--- src/rtl/gcd_job_sequencer.sv ---
// Front-end sequencer for the GCD core: accepts operand pairs, clears and loads the core,
// waits for done (with timeout and cycle count) and returns the result over valid/ready.
module gcd_job_sequencer #(
  parameter int unsigned WIDTH      = 16,
  parameter int unsigned TMO_CYCLES = 4096
) (
  input  logic             clk,
  input  logic             rst,
  input  logic             in_valid,
  output logic             in_ready,
  input  logic [WIDTH-1:0] in_a,
  input  logic [WIDTH-1:0] in_b,
  output logic             core_rst,
  output logic             core_start,
  output logic [WIDTH-1:0] core_data,
  input  logic             core_done,
  input  logic [WIDTH-1:0] core_result,
  output logic             out_valid,
  input  logic             out_ready,
  output logic [WIDTH-1:0] out_gcd,
  output logic             out_err,
  output logic [15:0]      out_cycles
);

  localparam int unsigned TW = $clog2(TMO_CYCLES + 1);

  typedef enum logic [2:0] {
    S_IDLE  = 3'd0,
    S_CLR   = 3'd1,
    S_START = 3'd2,
    S_LOADA = 3'd3,
    S_LOADB = 3'd4,
    S_WAIT  = 3'd5,
    S_RESP  = 3'd6
  } state_t;

  state_t            state, state_next;
  logic [WIDTH-1:0]  a_q, a_d, b_q, b_d;
  logic [TW-1:0]     wait_cnt, wait_d;
  logic [15:0]       cyc_cnt, cyc_d;
  logic [WIDTH-1:0]  gcd_d;
  logic              err_d;
  logic [15:0]       cycles_d;
  logic              clr_q;
  logic              in_ready_d, clr_d, start_d, valid_d;
  logic [WIDTH-1:0]  data_d;
  logic [15:0]       cyc_inc;

  // Saturating increment of the job cycle counter; never wraps.
  assign cyc_inc = (cyc_cnt == 16'hFFFF) ? cyc_cnt : cyc_cnt + 16'd1;

  assign core_rst = rst | clr_q;

  // Next-state and next-value logic for every register.
  always_comb begin
    state_next = state;
    a_d        = a_q;
    b_d        = b_q;
    wait_d     = wait_cnt;
    cyc_d      = cyc_cnt;
    gcd_d      = out_gcd;
    err_d      = out_err;
    cycles_d   = out_cycles;

    case (state)
      S_IDLE: begin
        if (in_valid && in_ready) begin
          a_d = in_a;
          b_d = in_b;
          if ((in_a == '0) || (in_b == '0)) begin
            gcd_d      = in_a | in_b;
            err_d      = 1'b0;
            cycles_d   = 16'd0;
            state_next = S_RESP;
          end else begin
            state_next = S_CLR;
          end
        end
      end
      S_CLR: begin
        cyc_d      = 16'd0;
        state_next = S_START;
      end
      S_START: begin
        cyc_d      = cyc_inc;
        state_next = S_LOADA;
      end
      S_LOADA: begin
        cyc_d      = cyc_inc;
        state_next = S_LOADB;
      end
      S_LOADB: begin
        cyc_d      = cyc_inc;
        wait_d     = '0;
        state_next = S_WAIT;
      end
      S_WAIT: begin
        cyc_d  = cyc_inc;
        wait_d = wait_cnt + TW'(1);
        // Done in the final allowed cycle still wins over the timeout.
        if (core_done) begin
          gcd_d      = core_result;
          err_d      = 1'b0;
          cycles_d   = cyc_inc;
          state_next = S_RESP;
        end else if (wait_cnt == TW'(TMO_CYCLES - 1)) begin
          gcd_d      = '0;
          err_d      = 1'b1;
          cycles_d   = cyc_inc;
          state_next = S_RESP;
        end
      end
      S_RESP: begin
        if (out_ready) state_next = S_IDLE;
      end
      default: state_next = S_IDLE;
    endcase

    in_ready_d = (state_next == S_IDLE);
    clr_d      = (state_next == S_CLR);
    start_d    = (state_next == S_START);
    valid_d    = (state_next == S_RESP);
    case (state_next)
      S_START, S_LOADA: data_d = a_d;
      S_LOADB, S_WAIT:  data_d = b_d;
      default:          data_d = '0;
    endcase
  end

  // State and registered outputs.
  always_ff @(posedge clk) begin
    if (rst) begin
      state      <= S_IDLE;
      a_q        <= '0;
      b_q        <= '0;
      wait_cnt   <= '0;
      cyc_cnt    <= 16'd0;
      in_ready   <= 1'b0;
      clr_q      <= 1'b0;
      core_start <= 1'b0;
      core_data  <= '0;
      out_valid  <= 1'b0;
      out_gcd    <= '0;
      out_err    <= 1'b0;
      out_cycles <= 16'd0;
    end else begin
      state      <= state_next;
      a_q        <= a_d;
      b_q        <= b_d;
      wait_cnt   <= wait_d;
      cyc_cnt    <= cyc_d;
      in_ready   <= in_ready_d;
      clr_q      <= clr_d;
      core_start <= start_d;
      core_data  <= data_d;
      out_valid  <= valid_d;
      out_gcd    <= gcd_d;
      out_err    <= err_d;
      out_cycles <= cycles_d;
    end
  end

endmodule
--- config.mk ---
export PLATFORM = sky130hd
export DESIGN_NAME = gcd_job_sequencer
export DESIGN_NICKNAME = d
export VERILOG_FILES = /design/src/rtl/gcd_job_sequencer.sv
export SDC_FILE = /design/constraint.sdc
export NUM_CORES = 1
export LEC_CHECK = 0
export BUFFER_PORTS_ARGS = -buffer_cell sky130_fd_sc_hd__buf_2
export CAP_MARGIN = 40
export CORE_MARGIN = 2
export CORE_UTILIZATION = 55
export DETAILED_ROUTE_END_ITERATION = 12
export HOLD_SLACK_MARGIN = 0.02
export PLACE_DENSITY_LB_ADDON = 0.25
export RECOVER_POWER = 100
export SLEW_MARGIN = 20
export SYNTH_ARGS = -nofsm -noshare
export SYNTH_HDL_FRONTEND = slang
export SYNTH_SLANG_ARGS = --single-unit
--- constraint.sdc ---
create_clock -name clk -period 4.1 [get_ports clk]
set_clock_uncertainty 0.1 [all_clocks]
set_input_delay 0 -clock clk [delete_from_list [all_inputs] [get_ports clk]]
set_output_delay 0 -clock clk [all_outputs]
set_load 0.01 [all_outputs]
== After elaboration in Yosys (flattened, before gate mapping) ==
Cells that the tools add are included.

* Register bits after elaboration: 117
* Input bits: 53
* Output and inout port bits: 53

* $add $sub $neg: 2
* Equality and inequality tests: 17
* Multiplexer cells: 29
* Bitwise logic cells: 2
* Reduce and logical (&&, ||, !) cells: 13

{| class="wikitable"
|+ Operator list
! kind !! count
|-
| 2-to-1 mux 16 bit || 13
|-
| one-hot mux 16 bit (2 select lines) || 4
|-
| logical NOT 16 bit || 2
|-
| one-hot mux 13 bit (2 select lines) || 1
|-
| one-hot mux 3 bit (7 select lines) || 1
|-
| == test 3 bit, second input constant || 6
|-
| adder 16 x 1 -> 16 bit, second input constant || 1
|-
| == test 16 bit, second input constant || 1
|-
| bitwise OR 16 bit || 1
|-
| 2-to-1 mux 3 bit || 5
|-
| adder 13 x 1 -> 13 bit, second input constant || 1
|-
| == test 13 x 12 -> 1 bit, second input constant || 1
|-
| == test 3 x 2 -> 1 bit, second input constant || 4
|-
| == test 3 x 1 -> 1 bit, second input constant || 2
|-
| logical NOT 3 bit || 2
|-
| nonzero test 2 bit || 3
|-
| 2-to-1 mux 1 bit || 4
|-
| != test 2 bit, second input constant || 2
|-
| AND reduction 4 bit || 1
|-
| OR reduction 2 bit || 2
|-
| OR reduction 4 bit || 1
|-
| != test 3 bit, second input constant || 1
|-
| one-hot mux 1 bit (2 select lines) || 1
|-
| logical AND 1 bit || 1
|-
| 2 further kinds || 2
|}

== Logic depth before layout (Yosys ltp) ==
* Word-level depth: 8
* Depth in mapped cells: 8
* Depth with buffers taken out: 6

== Least setup slack after synthesis ==
OpenSTA, ideal clock, no wires.

* Path kind: reg-to-reg
* Start: reg cyc_cnt[0]
* End: reg out_cycles[0]
* Library setup time: 96 ps
* Arrival: 1,844 ps
* Path slack: 2,060 ps
* Cell stages (with the launch flop): 8
* Clock period less this slack: 2,040 ps
* Cell sequence: dfxtp_1 ha_1 clkbuf_2 nand4_2 or4_1 buf_2 xnor2_1 o41ai_2

* Longest elaborated chain between the ends: 5
* Elaborated cells on any way between the ends: 6
* Classes of those cells: add/sub (1); eq/ne (1); mux (4)

{| class="wikitable"
|+ RTL lines
! what !! line !! text
|-
| from (decl) || 40 || <nowiki>logic [15:0] cyc_cnt, cyc_d;</nowiki>
|-
| from (signal assigned) || 151 || <nowiki>cyc_cnt <= cyc_d;</nowiki>
|-
| adder 16 x 1 -> 16 bit or == test 16 bit (tied branches) || 50 || <nowiki>assign cyc_inc = (cyc_cnt == 16'hFFFF) ? cyc_cnt : cyc_cnt + 16'd1;</nowiki>
|-
| 2-to-1 mux 16 bit (*) || 50 ||
|-
| 2-to-1 mux 16 bit || 106 || <nowiki>end else if (wait_cnt == TW'(TMO_CYCLES - 1)) begin</nowiki>
|-
| 2-to-1 mux 16 bit (*) || 101 || <nowiki>if (core_done) begin</nowiki>
|-
| one-hot mux 16 bit (2 select lines) (*) || 65 || <nowiki>case (state)</nowiki>
|-
| to (signal assigned) || 159 || <nowiki>out_cycles <= cycles_d;</nowiki>
|-
| to (decl) || 22 || <nowiki>output logic [15:0] out_cycles</nowiki>
|}

Mark *: on every way between the ends. The rest lies on a longest branch, timed or not. The select of a mux whose other input is x is not followed.
A chain may end at the register's enable or synchronous reset.

== Worst setup path after layout ==
* Start: reg state[0]
* End: reg core_data[12]

* Longest elaborated chain between the ends: 6
* Elaborated cells on any way between the ends: 21
* Classes of those cells: eq/ne (10); mux (8); reduce/logical (3)

{| class="wikitable"
|+ RTL lines
! what !! line !! text
|-
| from (decl) || 37 || <nowiki>state_t state, state_next;</nowiki>
|-
| from (signal assigned) || 147 || <nowiki>state <= state_next;</nowiki>
|-
| 2-to-1 mux 3 bit || 106 ||
|-
| 2-to-1 mux 3 bit || 101 ||
|-
| one-hot mux 3 bit (7 select lines) || 65 ||
|-
| == test 3 bit or == test 3 x 2 -> 1 bit (tied branches) || 123 || <nowiki>case (state_next)</nowiki>
|-
| OR reduction 2 bit || 123 ||
|-
| one-hot mux 16 bit (2 select lines) (*) || 123 ||
|-
| to (signal assigned) || 155 || <nowiki>core_data <= data_d;</nowiki>
|-
| to (decl) || 15 || <nowiki>output logic [WIDTH-1:0] core_data,</nowiki>
|}

Mark *: on every way between the ends. The rest lies on a longest branch, timed or not.

==> results.yml <==
run_status:
  status: "finished with violations"
  violations: "capacitance limit, slew limit"
sta:
  slew_violations: 48
  timing.final.crit_share: 0.8465
  finalHoldViolCount: 0
  setup_viol: 0
  rsz0062_at_grt: "false"
  timing.hold.ws_ns: 0.2635
  tightestPinTransition_ns: 2.014
  fin_tns_setup_ns: 0
  slew-limit-headroom: -0.3425
  period_needed_ns: 3.470
  timing.fmax_ghz: 0.2881
pwr:
  switching_share: 0.2591
  power.density_mw_per_mm2: 438.6
  p_comb_frac: 0.110
  power_leakage_nw: 2.609
  total_power_mw: 3.114
  internal-power_mw: 2.307
  power_frac_clock: 0.504
  p_seq_frac: 0.386
  ir_drop_v: 0.0002585
  net-switching-power_mw: 0.8068
routing:
  dr_total_vias: 5726
  dr.pass1.iters: 7
  wirelength_mm: 17.99
  wl_per_cell_um: 19.49
  drc_errors: 0
  detail-route-antenna-nets: 0
  drtIter0Drc: 583
  vias_per_cell: 6.204
clock_network:
  cts.root.buffer_cell: "clkbuf_8"
  cts_max_level: 4
  cts_resized: 0
  clkTransAtPathRegs_ns: 0.06
  cts_made_buffers: 17
  cts_tree: "yes"
  clk_latency_ns: 0.51
  cts_sinks: 117
  cts_max_path_buffers: 2
finish:
  nNetsFinal: 833
  final_common_cell: "dfxtp_1"
  areaGrowthSynthToFinish_pct: 34.86
  final_cell_mix: "dfxtp_1, nand2_1, dlygate4sd3_1"
  instances_no_fill: 923
  final_area_mm2: 0.007101
  drive_above_1_share: 0.1277
logic_synthesis:
  ys_seq_area_frac: 0.4449
  syn_inst: 606
  syn_area_mm2: 0.005265
  synth_async_sr_flop_share: 0
  synthMuxAreaShare: 0.008080
  synth_flop_cell: "dfxtp_1"
  synth-xor-area-share: 0.01497
  synth_fp_nets: 661
  yosysWarnings: 0
  synth-compound-area-share: 0.2317
  postSynthAreaPerCell_um2: 8.688
  synth-simple-area-share: 0.2476
  synth.distinct_cells: 63
  ys_seq_elements: 117
  synth_top_family_by_area: "simple AND/OR/NAND/NOR gates"
  synth_edf_count: 0
  synth_fa_ha_area_frac: 0.004753
global_routing:
  grt_pass1_wl_mm: 28.03
  antenna_found_initial: 2
  gr-max-usage-layer: "met2"
  grt.total_usage: 0.3487
  grt_max_degree: 51
  grt_overflow_total: 0
  grt_pass1_vias: 5591
  use_met2: 0.5638
  grt_use_met1: 0.4228
  grtUsageMet3: 0.09371
floorplan:
  ios: 106
  start_util: 0.5671
  core.rowCount: 35
  die_y_um: 101.8
  core-area_mm2: 0.009284
  die-area_mm2: 0.01037
  die_x_um: 101.8
placed_design:
  hpwlAfterDp_mm: 9.744
  globalplace.congestion: 0.8701
  placed_area_mm2: 0.005744
  dp_cells: 796
  port_buffers: 105
hold_path:
  hold_start: "in_b[6]"
  hp-class: "input port to register"
worst_setup_path:
  reg2reg_from: "state[0]"
  worst-setup-path-type: "register to register"
  cp_max_fo: 33
  crit_required_ns: 4.45
  cp.arrival_ns: 3.82
  cp-startpoint: "state[0]"
  startpoint_type: "register"
  end_kind: "register"
run:
  maxCapViolations: 1
sequential cells by signal, summed over array words and instances (netlist names):
register	flops
a_q	16
b_q	16
clr_q	1
core_data	16
core_start	1
cyc_cnt	16
in_ready	1
out_cycles	16
out_err	1
out_gcd	16
out_valid	1
state	3
wait_cnt	13
cell families (layout without fill, tap and decap cells):
logic type | after synthesis | in the layout
compound gates | 178 | 178
simple gates | 245 | 245
xor+xnor | 9 | 9
mux | 4 | 4
buf+inv | 51 | 236
fa+ha+maj | 2 | 2
other cells | 0 | 3
flops | 117 | 117
through the flow:
stage | setup WS [ns] | utilization
2_1_floorplan | 2.060 | -
3_3_place_gp | 1.420 | 0.6182
3_5_place_dp | 1.269 | 0.6187
4_1_cts | 1.255 | 0.7836
5_1_grt | 0.5008 | 0.7646
6_report | 0.6295 | 0.7648
routing by layer:
metal  routed length [µm]  vias up
met4                  881        2
met2                 8519      347
li1                     -     2568
met1                 6998     2710
met3                 1551       99
met5                   42        -
synthesized netlist by cell type, types with 3 or more instances:
| library cell | number | area, µm² |
|---|---|---|
| and4_1 | 3 | 26.28 |
| o2bb2ai_1 | 6 | 52.55 |
| dfxtp_1 | 117 | 2342 |
| nand3_1 | 9 | 45.04 |
| a211oi_1 | 3 | 22.52 |
| inv_1 | 3 | 11.26 |
| buf_1 | 4 | 15.01 |
| and3_1 | 6 | 37.54 |
| nor2_1 | 32 | 120.1 |
| xor2_1 | 3 | 26.28 |
| a31oi_1 | 6 | 37.54 |
| a21oi_1 | 80 | 400.4 |
| nor2b_1 | 4 | 25.02 |
| xnor2_1 | 6 | 52.55 |
| o41ai_2 | 8 | 130.1 |
| o211ai_1 | 3 | 22.52 |
| clkbuf_1 | 19 | 71.32 |
| nor3_1 | 23 | 115.1 |
| nand2_1 | 96 | 360.4 |
| o41ai_1 | 9 | 78.83 |
| or2_2 | 5 | 31.28 |
| and2_1 | 3 | 18.77 |
| buf_6 | 3 | 33.78 |
| a22o_1 | 23 | 201.4 |
| or2_1 | 3 | 18.77 |
| a21o_1 | 6 | 45.04 |
| nand4b_1 | 18 | 157.7 |
| nor4_1 | 12 | 75.07 |
| o21ai_0 | 18 | 90.09 |
| nand2b_1 | 4 | 25.02 |
| buf_2 | 17 | 85.08 |
| a32o_1 | 3 | 30.03 |
| nand4_1 | 9 | 56.30 |
power groups by stage:
| stage | Sequential (mW) | Clock, mW | Combinational (mW) |
|---|---|---|---|
| floorplan | 1.22 | 0 | 0.179 |
| global placement | 1.22 | 0 | 0.251 |
| detailed placement | 1.23 | 0 | 0.260 |
| CTS | 1.20 | 1.55 | 0.328 |
| global route | 1.21 | 1.62 | 0.363 |
| finish | 1.20 | 1.57 | 0.343 |
critical path, stage by stage (launching register included):
cell and delay (ns):
dfxtp_1 0.47, nor3_1 0.50, nor2b_2 1.13, nand2_1 0.16, dlygate4sd3_1 0.63, a21oi_1 0.20, a22o_1 0.21
what timing repair did:
| item | 4_1_cts | 5_1_grt |
|---|---|---|
| endpoints found under the hold margin | 78 | 0 |
| buffers inserted | 0 | 0 |
| hold buffers | 91 | 0 |
path summary, 6_finish.rpt:
| path | end | slack [ns] | depth (start not counted) |
|---|---|---|---|
| worst max-delay path | core_data[12] | 0.63 | 6 |
| worst min-delay path | b_q[6] | 0.26 | 4 |
| worst max register to register | core_data[12] | 0.63 | 6 |
| worst min register to register | a_q[2] | 0.37 | 2 |
layout make-up:
cell class	count	area, µm²
Clock buffer	18	417.9
Inverter	4	15.01
Fill cell	629	2183
Timing Repair Buffer	200	1396
Antenna cell	3	7.507
Clock inverter	14	201.4
Sequential cell	117	2342
Multi-Input combinational cell	438	2559
Tap cell	129	161.4
Note: power is estimated with default switching activity, not from simulation.
